### src/rtl/rv_decode_pkg.sv
// rv_decode_pkg: shared RISC-V opcode constants and instruction format codes
package rv_decode_pkg;
  localparam logic [6:0] OP        = 7'b0110011;
  localparam logic [6:0] OP_IMM    = 7'b0010011;
  localparam logic [6:0] LOAD      = 7'b0000011;
  localparam logic [6:0] STORE     = 7'b0100011;
  localparam logic [6:0] BRANCH    = 7'b1100011;
  localparam logic [6:0] JAL       = 7'b1101111;
  localparam logic [6:0] JALR      = 7'b1100111;
  localparam logic [6:0] LUI       = 7'b0110111;
  localparam logic [6:0] AUIPC     = 7'b0010111;
  localparam logic [6:0] SYSTEM    = 7'b1110011;
  localparam logic [6:0] MISC_MEM  = 7'b0001111;
  localparam logic [6:0] OP_IMM_32 = 7'b0011011;
  localparam logic [6:0] OP_32     = 7'b0111011;
  typedef enum logic [2:0] {
    FMT_R   = 3'd0,
    FMT_I   = 3'd1,
    FMT_S   = 3'd2,
    FMT_B   = 3'd3,
    FMT_U   = 3'd4,
    FMT_J   = 3'd5,
    FMT_ILL = 3'd7
  } fmt_e;
endpackage

### src/rtl/imm_gen.sv
// imm_gen: sign-extended immediate for every base RISC-V format
module imm_gen
  import rv_decode_pkg::*;
#(
  parameter int XLEN = 32
) (
  input  logic [31:0]     inst,
  input  fmt_e            fmt,
  output logic [XLEN-1:0] imm
);
  logic [31:0] raw;
  // Assemble the 32-bit immediate; R and ILL formats yield zero
  always_comb
    raw = fmt == FMT_I ? {{20{inst[31]}}, inst[31:20]} :
          fmt == FMT_S ? {{20{inst[31]}}, inst[31:25], inst[11:7]} :
          fmt == FMT_B ? {{20{inst[31]}}, inst[7], inst[30:25], inst[11:8], 1'b0} :
          fmt == FMT_U ? {inst[31:12], 12'b0} :
          fmt == FMT_J ? {{12{inst[31]}}, inst[19:12], inst[20], inst[30:21], 1'b0} :
                         32'b0;
  assign imm = XLEN'($signed(raw));
endmodule

### src/rtl/id_pipe_stage.sv
// id_pipe_stage: registered RISC-V decode stage with valid/ready, stall and flush
module id_pipe_stage
  import rv_decode_pkg::*;
#(
  parameter int XLEN = 32
) (
  input  logic            clk,
  input  logic            rst,
  input  logic            flush,
  input  logic            in_valid,
  output logic            in_ready,
  input  logic [31:0]     in_inst,
  input  logic [XLEN-1:0] in_pc,
  output logic            out_valid,
  input  logic            out_ready,
  output logic [XLEN-1:0] out_pc,
  output logic [6:0]      out_opcode,
  output logic [2:0]      out_funct3,
  output logic [6:0]      out_funct7,
  output logic [4:0]      out_rs1,
  output logic [4:0]      out_rs2,
  output logic [4:0]      out_rd,
  output logic [XLEN-1:0] out_imm,
  output logic [2:0]      out_fmt,
  output logic            out_rs1_used,
  output logic            out_rs2_used,
  output logic            out_rd_we,
  output logic            out_illegal
);
  localparam bit RV64 = XLEN == 64;
  fmt_e            fmt;
  logic [XLEN-1:0] imm;
  logic            accept;
  // Classify the format from the opcode; words not ending in 2'b11 never match
  always_comb begin
    fmt = FMT_ILL;
    case (in_inst[6:0])
      OP:                                    fmt = FMT_R;
      OP_IMM, LOAD, JALR, SYSTEM, MISC_MEM:  fmt = FMT_I;
      STORE:                                 fmt = FMT_S;
      BRANCH:                                fmt = FMT_B;
      LUI, AUIPC:                            fmt = FMT_U;
      JAL:                                   fmt = FMT_J;
      OP_IMM_32:                             fmt = RV64 ? FMT_I : FMT_ILL;
      OP_32:                                 fmt = RV64 ? FMT_R : FMT_ILL;
      default:                               fmt = FMT_ILL;
    endcase
  end
  imm_gen #(.XLEN(XLEN)) u_imm_gen (
    .inst(in_inst),
    .fmt (fmt),
    .imm (imm)
  );
  assign in_ready = !out_valid || out_ready;
  assign accept   = in_valid && in_ready;
  // Pipeline register: flush beats accept, accept beats drain, otherwise hold
  always_ff @(posedge clk) begin
    if (rst) begin
      out_valid    <= 1'b0;
      out_pc       <= '0;
      out_opcode   <= '0;
      out_funct3   <= '0;
      out_funct7   <= '0;
      out_rs1      <= '0;
      out_rs2      <= '0;
      out_rd       <= '0;
      out_imm      <= '0;
      out_fmt      <= '0;
      out_rs1_used <= 1'b0;
      out_rs2_used <= 1'b0;
      out_rd_we    <= 1'b0;
      out_illegal  <= 1'b0;
    end else begin
      out_valid <= flush ? 1'b0 : accept ? 1'b1 : out_ready ? 1'b0 : out_valid;
      if (accept) begin
        out_pc       <= in_pc;
        out_opcode   <= in_inst[6:0];
        out_funct3   <= in_inst[14:12];
        out_funct7   <= in_inst[31:25];
        out_rs1      <= in_inst[19:15];
        out_rs2      <= in_inst[24:20];
        out_rd       <= in_inst[11:7];
        out_imm      <= imm;
        out_fmt      <= fmt;
        out_rs1_used <= fmt inside {FMT_R, FMT_I, FMT_S, FMT_B};
        out_rs2_used <= fmt inside {FMT_R, FMT_S, FMT_B};
        out_rd_we    <= fmt inside {FMT_R, FMT_I, FMT_U, FMT_J} && in_inst[11:7] != 5'd0;
        out_illegal  <= fmt == FMT_ILL;
      end
    end
  end
endmodule

### config.mk
export PLATFORM = sky130hd
export DESIGN_NAME = id_pipe_stage
export DESIGN_NICKNAME = d
export VERILOG_FILES = /design/src/rtl/rv_decode_pkg.sv /design/src/rtl/imm_gen.sv /design/src/rtl/id_pipe_stage.sv
export SDC_FILE = /design/constraint.sdc
export NUM_CORES = 1
export LEC_CHECK = 0
export ABC_AREA = 1
export BUFFER_PORTS_ARGS = -buffer_cell sky130_fd_sc_hd__buf_2
export CAP_MARGIN = 30
export CORE_AREA = 8 8 102 114
export CTS_BUF_LIST = sky130_fd_sc_hd__clkbuf_4 sky130_fd_sc_hd__clkbuf_8
export DETAILED_ROUTE_END_ITERATION = 8
export DIE_AREA = 0 0 110 122
export MAX_ROUTING_LAYER = met4
export PLACE_DENSITY = 0.8
export SLEW_MARGIN = 20
export SYNTH_ARGS = -nofsm -noshare
export SYNTH_HDL_FRONTEND = slang
export SYNTH_HIERARCHICAL = 1
export SYNTH_SLANG_ARGS = --single-unit
export TNS_END_PERCENT = 50
### constraint.sdc
create_clock -name clk -period 3.45 [get_ports clk]
set_clock_uncertainty 0.1 [all_clocks]
set_input_delay 0.1725 -clock clk [delete_from_list [all_inputs] [get_ports clk]]
set_output_delay 0.1725 -clock clk [all_outputs]
set_load 0.03 [all_outputs]
==> flow_summary.toml, run 1 <==
[status]
status = "completed"

[place]
gp_congestion = 0.870
place_ws_ps = 1080
portBuffers = 173
post-dp-hpwl_um = 9220
place_inst = 849
post_dp_cell_area_mm2 = 0.00513

[setup_path]
setup.worst_path.start_class = "input port"
crit_fanout = 17
crit_required_ps = 3600
r2r_start = "out_valid"
reg2reg_to = "out_valid"
ff2ff_setup_slack_ps = 1280
rr_worst_depth = 5
cp_slowest_cell = "dlygate4sd3_1"
worstSetupEndpointType = "flip-flop"
path_delay_family = "simple AND/OR/NAND/NOR gates"
worst_ep_arrival_time_ps = 2770
cp.buffers_inverters = 3
path_class = "input port to flip-flop"
cpPeakStageDelay_ps = 530
crit_chain = "dlygate4sd3_1, buf_2, nand2_2, inv_1, nand3_1, nor2_4, nor2_2, nand2_4, nand2_1, nor2_1, o21ai_2, nand2_1, o21ai_0, nor2_1"

[final_layout]
area_delta_synth_final_pct = 36.0
layout-drive-gt1-share_pct = 28.5
n_antenna_cell = 0
nets = 857
finalInstanceArea_mm2 = 0.00582
stdcell_count = 913

[sta]
slew_viol_final = 0
setup_viol = 0
fin_setup_tns_ps = 0
grt_setup_unrepaired = "no"
period_share_pct = 75.8
setup_ws_ps = 833
min_period_ps = 2620
fmax_mhz = 382
final-hold-violation-count = 0
tightest_slew_ps = 907
whs_ps = 20.0
relSlewSlack_pct = 39.5

[die]
start_util_pct = 44.3
chipWidth_um = 110
row_count = 38
core_mm2 = 0.00965
io_pins = 174
die_h_um = 122
die_area_mm2 = 0.0134

[power_and_ir_drop]
cellPowerDensity_mw_per_mm2 = 467
p_leak_nw = 2.99
ir_worst_vdd_mv = 0.277

[global_routing]
use_met1_pct = 22.8
grt_pass1_wl_um = 21200
grt_util_met2_pct = 34.8
met3_usage_pct = 4.28
track_usage_pct = 20.5
grt-busiest-layer = "met2"
gr-total-overflow = 0
antenna_found_initial = 0
grt_pass1_vias = 4420
grt_start_max_net_pins = 96

[synth]
yosysWarnings = 6
yosys.area.top_type = "dfxtp_1"
ys_seq_area_share_pct = 48.7
synth_seq_cells = 104
async_flop_share_pct = 0
synth_cell_types = 25
syn_nets = 660
synth-main-ff-cell = "dfxtp_1"
synthTopCellsByCount = "nor2_1, dfxtp_1, o21ai_0"
synth_area_leaders = "dfxtp_1, nor2_1, o21ai_0"
syn_inst = 591
synth_edf_count = 0
yosysTopAreaCellShare_pct = 48.7
synth.most_common_cell = "nor2_1"
synth_area_mm2 = 0.00428
synth_area_per_cell_um2 = 7.24

[clock_network]
clockBufferDepth = 2
numCtsBuffers = 9
cts_resized = 0
cts-root-buf = "clkbuf_8"
cts_tree = "built"
clkLatencyLatePin_ps = 350
clk_pin_slew_ps = 90
htreeDepth = 3
clock-sinks = 104

[route]
postRouteAntennaNets = 0
routed-via-count = 4532
drcViolationCount = 0
avgViaCountPerCell = 4.96
wl_per_cell_um = 14.6
drt_iter0_markers = 344
wl_um = 13300
dr.pass1.iters = 6

[run]
drv_cap = 0

[worst_hold_path]
hold-path-endpoint = "out_rs1[2]"
min_path_cells = 3
hp-class = "input port to flip-flop"
min_from = "in_inst[17]"
stage by stage:
| stage | util [%] | power [W] |
|---|---|---|
| after floorplan | - | 0.00173 |
| after global placement | 53.1 | 0.00190 |
| after detailed placement | 53.1 | 0.00191 |
| final | 60.3 | 0.00272 |
| after CTS | 60.3 | 0.00274 |
| after global routing | 60.3 | 0.00285 |
metal layers:
layer / share of wire, % / vias up / wire length, µm
li1: - / 2275 / -
met1: 39 / 2055 / 5240
met2: 51 / 182 / 6810
met3: 8.0 / 20 / 1070
met4: 1.6 / 0 / 217
met5: 0 / - / 0
cells by family after synthesis:
| family | count (synthesis) | share of synthesized area, % |
|---|---|---|
| DFF | 104 | 48.7 |
| and+or+nand+nor | 307 | 30.2 |
| AOI/OAI and AO/OA | 113 | 13.8 |
| buffers and inverters | 67 | 7.34 |
timing repair:
item / CTS / global route
endpoints found under the hold margin: 50 / 0
setup buffers: 0 / 0
hold buffers: 48 / 0
placed cells by master (no fill, tap or decap):
cell,count
inv_1,21
inv_2,6
o21ai_2,2
nand3_1,31
buf_12,1
nand2_4,2
clkbuf_4,1
buf_2,173
dfxtp_1,104
bufinv_16,1
o211ai_1,1
a21oi_2,3
nand2_2,9
buf_4,2
dlygate4sd3_1,48
a21oi_1,9
nor2_4,3
nand4_1,5
nand3_2,1
nor2_2,5
o21ai_0,85
o21ai_1,12
nor2_1,196
clkinv_2,2
a211oi_1,1
clkbuf_8,11
inv_4,1
nand4_2,1
clkinv_4,2
nand2_1,54
flip-flops by register name, indices dropped and copies added, names as in the netlist:
name,count
out_imm,32
out_illegal,1
out_rs1,5
out_rd_we,1
out_rs1_used,1
out_opcode,7
out_valid,1
out_pc,32
out_rs2,5
out_funct3,3
out_rd,5
out_funct7,7
out_rs2_used,1
out_fmt,3
layout make-up:
class	count	area, µm²
Sequential cell	104	2080
Timing Repair Buffer	224	1380
Inverter	29	113
Multi-Input combinational cell	420	1880
Clock buffer	12	159
Tap cell	120	150
Fill cell	851	3830
Clock inverter	4	52.6
power by group:
group / leakage (nW) / internal [W] / switching (W) / total (W)
logic: 2.02 / 0.000195 / 0.000404 / 0.000599
clock network: 0.110 / 0.000385 / 0.000402 / 0.000787
registers: 0.862 / 0.00129 / 0.0000427 / 0.00133
total: 2.99 / 0.00187 / 0.000849 / 0.00272
worst max path at each step:
stage,slack (ps),cells after the start,start,end
finish,830,14,in_inst[1],out_imm[15]
global route,590,14,in_inst[5],out_imm[17]
CTS,920,14,in_inst[1],out_imm[15]
detailed placement,1080,13,in_inst[1],out_imm[15]
global placement,1180,13,in_inst[1],out_imm[14]
floorplan,1730,16,in_inst[1],out_imm[22]
worst min-delay path, cell delays in order:
cell     delay, ps
buf_2          100
o21ai_0         80
nor2_1          90
Power figures use the tool's default switching activity.
==> run 2, diff against run 1 <==
ABC_AREA = 0   (was 1)
CORE_AREA = 8 8 101 112   (was 8 8 102 114)
DIE_AREA = 0 0 109 120   (was 0 0 110 122)
PLACE_DENSITY = 0.81   (was 0.8)
clock period = 2.6 ns   (was 3.45 ns; I/O delays follow)
==> flow_summary.toml, run 2 <==
[status]
status = "completed"

[power_and_ir_drop]
ir_worst_vdd_mv = 0.349
finalPower_w = 0.00334
cellPowerDensity_mw_per_mm2 = 563
p_leak_nw = 2.75

[setup_path]
rr_worst_depth = 5
path_delay_family = "simple AND/OR/NAND/NOR gates"
cp.buffers_inverters = 2
cp.depth = 10
worstSetupEndpointType = "flip-flop"
r2r_start = "out_valid"
crit_start = "in_inst[6]"
cp_slowest_cell = "dlygate4sd3_1"
ff2ff_setup_slack_ps = 830
setup.worst_path.start_class = "input port"
reg2reg_to = "out_rd[3]"
crit_chain = "dlygate4sd3_1, buf_2, or3b_4, a2111oi_4, a21oi_4, nor2b_2, or2_4, and2_1, nand2_1, a21oi_1"
worst_ep_arrival_time_ps = 2600
path_class = "input port to flip-flop"
cpPeakStageDelay_ps = 530
crit_fanout = 12
crit_required_ps = 2730

[clock_network]
cts-root-buf = "clkbuf_8"
clock-sinks = 104
post_cts_buffers = 0
numCtsBuffers = 9
clkLatencyLatePin_ps = 360
clk_pin_slew_ps = 90
clockBufferDepth = 2
cts_tree = "built"
htreeDepth = 3

[final_layout]
largest_registers = "out_imm x32, out_pc x32"
area_delta_synth_final_pct = 43.2
stdcell_count = 875
layout-drive-gt1-share_pct = 29.2
mostFrequentLayoutCell = "nand2_1"
nets = 820
final_cell_mix = "nand2_1, buf_2, dfxtp_1"
utilization_pct = 62.2
finalInstanceArea_mm2 = 0.00594

[synth]
synth_cell_types = 41
yosysTopAreaCellShare_pct = 50.2
yosysWarnings = 6
synth_area_per_cell_um2 = 7.78
synth-main-ff-cell = "dfxtp_1"
synth_seq_cells = 104
synth_area_mm2 = 0.00415
async_flop_share_pct = 0
synth_edf_count = 0
ys_seq_area_share_pct = 50.2
synth_area_leaders = "dfxtp_1, nand2_1, a21oi_1"
syn_nets = 602
synth.most_common_cell = "nand2_1"
yosys.area.top_type = "dfxtp_1"
synthTopCellsByCount = "nand2_1, dfxtp_1, a21oi_1"
syn_inst = 533

[sta]
tightest_slew_ps = 483
period_share_pct = 95.1
setup_viol = 0
min_period_ps = 2470
final-hold-violation-count = 0
slew_viol_final = 0
whs_ps = 104
fmax_mhz = 404
relSlewSlack_pct = 67.8
grt_setup_unrepaired = "yes"

[place]
post-dp-hpwl_um = 9170
place_inst = 794
post_dp_cell_area_mm2 = 0.00507
gp_congestion = 0.910
portBuffers = 173

[route]
wl_um = 14100
drt_iter0_markers = 345
dr.pass1.iters = 4
wl_per_cell_um = 16.1
avgViaCountPerCell = 5.15
routed-via-count = 4506
drcViolationCount = 0
postRouteAntennaNets = 0

[die]
chipWidth_um = 109
core_mm2 = 0.00956
die_h_um = 120
die_area_mm2 = 0.0131
start_util_pct = 43.4
row_count = 38
io_pins = 174

[global_routing]
track_usage_pct = 21.7
grt_start_max_net_pins = 71
antenna_found_initial = 1
grt_pass1_vias = 4500
grt_pass1_wl_um = 22200
gr-total-overflow = 0

[worst_hold_path]
min_path_cells = 2
min_from = "rst"
hp-class = "input port to flip-flop"
hold-path-endpoint = "out_rs2_used"

[run]
drv_cap = 0
[run 2: cell types whose count changed after synthesis, moves of 8 or more]
cell,before,now
nor2_1,196,6
o21ai_2,2,11
buf_2,21,1
clkbuf_1,11,32
a21o_1,0,8
nand2_2,9,0
nand3_1,31,2
a21oi_1,9,101
inv_1,21,4
o21ai_1,12,1
nand2_1,54,213
o21ai_0,85,0
[run 2: logic make-up (layout without fill, tap and decap cells)]
family                 after synthesis  in the layout  share of synthesized area [%]
AOI/OAI and AO/OA                  142            142                           21.1
buffers and inverters               43            264                           4.46
DFF                                104            104                           50.2
other                                0              1                              0
and+or+nand+nor                    244            244                           24.2
[run 2: how the worst max path moves through the flow]
stage / end / slack (ps)
5_1_grt: out_imm[28] / -110
3_3_place_gp: out_imm[11] / 290
4_1_cts: out_imm[11] / 60
2_1_floorplan: out_imm[20] / 460
3_5_place_dp: out_imm[11] / 220
6_report: out_imm[7] / 130
[run 2: worst reg2reg max path: cells and delay by family (launching register included)]
kind / cells / cell delay (ps)
AND/OR/NAND/NOR: 3 / 670
buffers and inverters: 1 / 430
flip-flops: 1 / 340
AO/OA/AOI/OAI: 1 / 160
[run 2: area by class of cell]
cell class / instances / area, µm²
fill: 819 / 3610
sequential: 104 / 2080
multi-input combinational: 386 / 1900
timing repair buffer: 246 / 1590
clock buffer: 11 / 151
tap: 120 / 150
clock inverter: 3 / 42.5
inverter: 4 / 15.0
antenna: 1 / 2.50
[run 2: per-stage QoR]
step,setup TNS (ps),setup slack [ps]
2_1_floorplan,0,457
3_3_place_gp,0,295
6_report,0,127
4_1_cts,0,55.4
3_5_place_dp,0,224
5_1_grt,-320,-109
[run 2: repair_timing]
action	CTS	global route
endpoints found under the setup margin	0	21
endpoints found under the hold margin	65	0
hold buffers	66	0
gates resized for setup	0	3
[run 2: power breakdown]
part	total [W]	switching, W	internal (W)	leakage (nW)
Combinational	0.000638	0.000404	0.000234	1.80
Clock	0.00101	0.000520	0.000486	0.0973
Sequential	0.00170	0.0000348	0.00167	0.852
Total	0.00334	0.000959	0.00239	2.75
[run 2: layer usage]
metal / up-vias / wire length (µm) / global-route usage, %
met5: - / 0 / -
met1: 2093 / 5510 / 23.4
met4: 0 / 706 / 12.6
li1: 2185 / - / -
met2: 179 / 6930 / 35.5
met3: 49 / 953 / 4.83
==> run 3, diff against run 2 <==
clock period = 3.1 ns   (was 2.6 ns; I/O delays follow)
==> flow_summary.toml, run 3 (synthesis results as in run 2) <==
[clock_network]
clock-sinks = 104
htreeDepth = 3
cts_tree = "built"
cts_hold_buf = 62
cts-root-buf = "clkbuf_8"
cts_resized = 0
numCtsBuffers = 9
post_cts_buffers = 0
clkLatencyLatePin_ps = 350
clk_pin_slew_ps = 90
clockBufferDepth = 2

[setup_path]
worstSetupEndpointType = "flip-flop"
worst_ep_arrival_time_ps = 2890
crit_required_ps = 3220
crit_chain = "dlygate4sd3_1, buf_2, nand2b_1, o22ai_1, a21oi_2, buf_4, and2b_4, o21ai_2, o21ai_1, nand2_1, a21oi_1"
reg2reg_to = "out_rd[1]"
setup.worst_path.start_class = "input port"
ff2ff_setup_slack_ps = 1080
r2r_start = "out_valid"
cpPeakStageDelay_ps = 560
cp_slowest_cell = "dlygate4sd3_1"
path_class = "input port to flip-flop"
crit_fanout = 17
rr_worst_depth = 5

[die]
io_pins = 174
die_area_mm2 = 0.0131
row_count = 38
chipWidth_um = 109
core_mm2 = 0.00956
die_h_um = 120
start_util_pct = 43.4

[sta]
grt_setup_unrepaired = "no"
setup_viol = 0
slew_viol_final = 0
final-hold-violation-count = 0
fmax_mhz = 361
fin_setup_tns_ps = 0
tightest_slew_ps = 850
period_share_pct = 89.5
relSlewSlack_pct = 43.2
min_period_ps = 2770

[route]
wl_um = 13800
avgViaCountPerCell = 5.10
drcViolationCount = 0
postRouteAntennaNets = 0
routed-via-count = 4441
drt_iter0_markers = 395
dr.pass1.iters = 5
wl_per_cell_um = 15.8

[global_routing]
grt_start_max_net_pins = 78
grt_pass1_vias = 4248
gr-total-overflow = 0
track_usage_pct = 20.7
antenna_found_initial = 1
grt_pass1_wl_um = 21100

[power_and_ir_drop]
pwr-share-clk_pct = 27.5
ir_worst_vdd_mv = 0.312
p_sw_w = 0.000801
intPower_w = 0.00189
comb_power_share_pct = 19.5
finalPower_w = 0.00269
cellPowerDensity_mw_per_mm2 = 461
p_leak_nw = 2.70
switching_share_pct = 29.8
p_seq_share_pct = 53.0

[final_layout]
layout-drive-gt1-share_pct = 29.0
area_delta_synth_final_pct = 40.5
mostFrequentLayoutCell = "nand2_1"
nets = 814
final_cell_mix = "nand2_1, buf_2, dfxtp_1"
largest_registers = "out_imm x32, out_pc x32"

[place]
post-dp-hpwl_um = 9070
gp_congestion = 0.814
portBuffers = 173

[worst_hold_path]
hp-class = "input port to flip-flop"
hold-path-endpoint = "out_opcode[4]"
min_from = "in_inst[4]"
min_path_cells = 3

[run]
drv_cap = 0

[status]
status = "completed"
[run 3: cell types whose count changed in the layout (fill, tap and decap cells not counted)]
cell           change
a21oi_2            +1
a21oi_4            -1
buf_12             -1
buf_4              -1
bufinv_16          -1
clkbuf_4           +2
clkbuf_8           -2
clkinv_2           +2
dlygate4sd3_1      -4
nor2b_1            +2
nor2b_2            -2
[run 3: metrics by stage]
step                instance area, µm²  instances  worst slack (ps)  utilization [%]  hold slack (ps)
detailed placement                5040        792               533             52.8              219
global placement                  5040        792               574             52.8              214
floorplan                         4150        533               932                -              128
global route                      5830        870               219             61.0             18.3
CTS                               5830        869               398             61.0             9.91
finish                            5830        870               327             61.0             27.0
[run 3: critical path: cells and delay by family]
kind / cells / cell delay, ps
compound gates: 5 / 1170
simple gates: 3 / 500
buf+inv: 3 / 1050
[run 3: power groups by stage]
stage                     clock network [W]  registers, W  logic [W]
after floorplan                           0       0.00158   0.000173
after global placement                    0       0.00145   0.000449
after detailed placement                  0       0.00146   0.000459
after CTS                          0.000757       0.00143   0.000520
after global routing               0.000812       0.00143   0.000562
final                              0.000741       0.00143   0.000523
[run 3: worst max path at each step]
stage                from           to  slack [ps]  cells past startpoint
2_1_floorplan  in_inst[6]  out_imm[20]         930                     11
3_3_place_gp   in_inst[4]  out_imm[27]         570                     10
3_5_place_dp   in_inst[4]  out_imm[27]         530                     10
4_1_cts        in_inst[3]  out_imm[27]         400                     11
5_1_grt        in_inst[2]  out_imm[20]         220                     11
6_report       in_inst[2]  out_imm[27]         330                     11
[run 3: final cells by class]
cell class | count | area [µm²]
tap | 120 | 150
inverter | 4 | 15.0
clock buffer | 11 | 139
fill | 810 | 3730
timing repair buffer | 240 | 1530
antenna | 1 | 2.50
multi-input combinational | 386 | 1890
sequential | 104 | 2080
clock inverter | 4 | 22.5
[run 3: metal layers]
metal,up-vias,part of all wire [%],wire length (µm),GRT usage (%)
met5,-,0,0,-
met1,2027,40,5470,23.4
li1,2168,-,-,-
met3,39,7.6,1050,4.72
met2,207,49,6710,33.4
met4,0,3.8,520,10.6
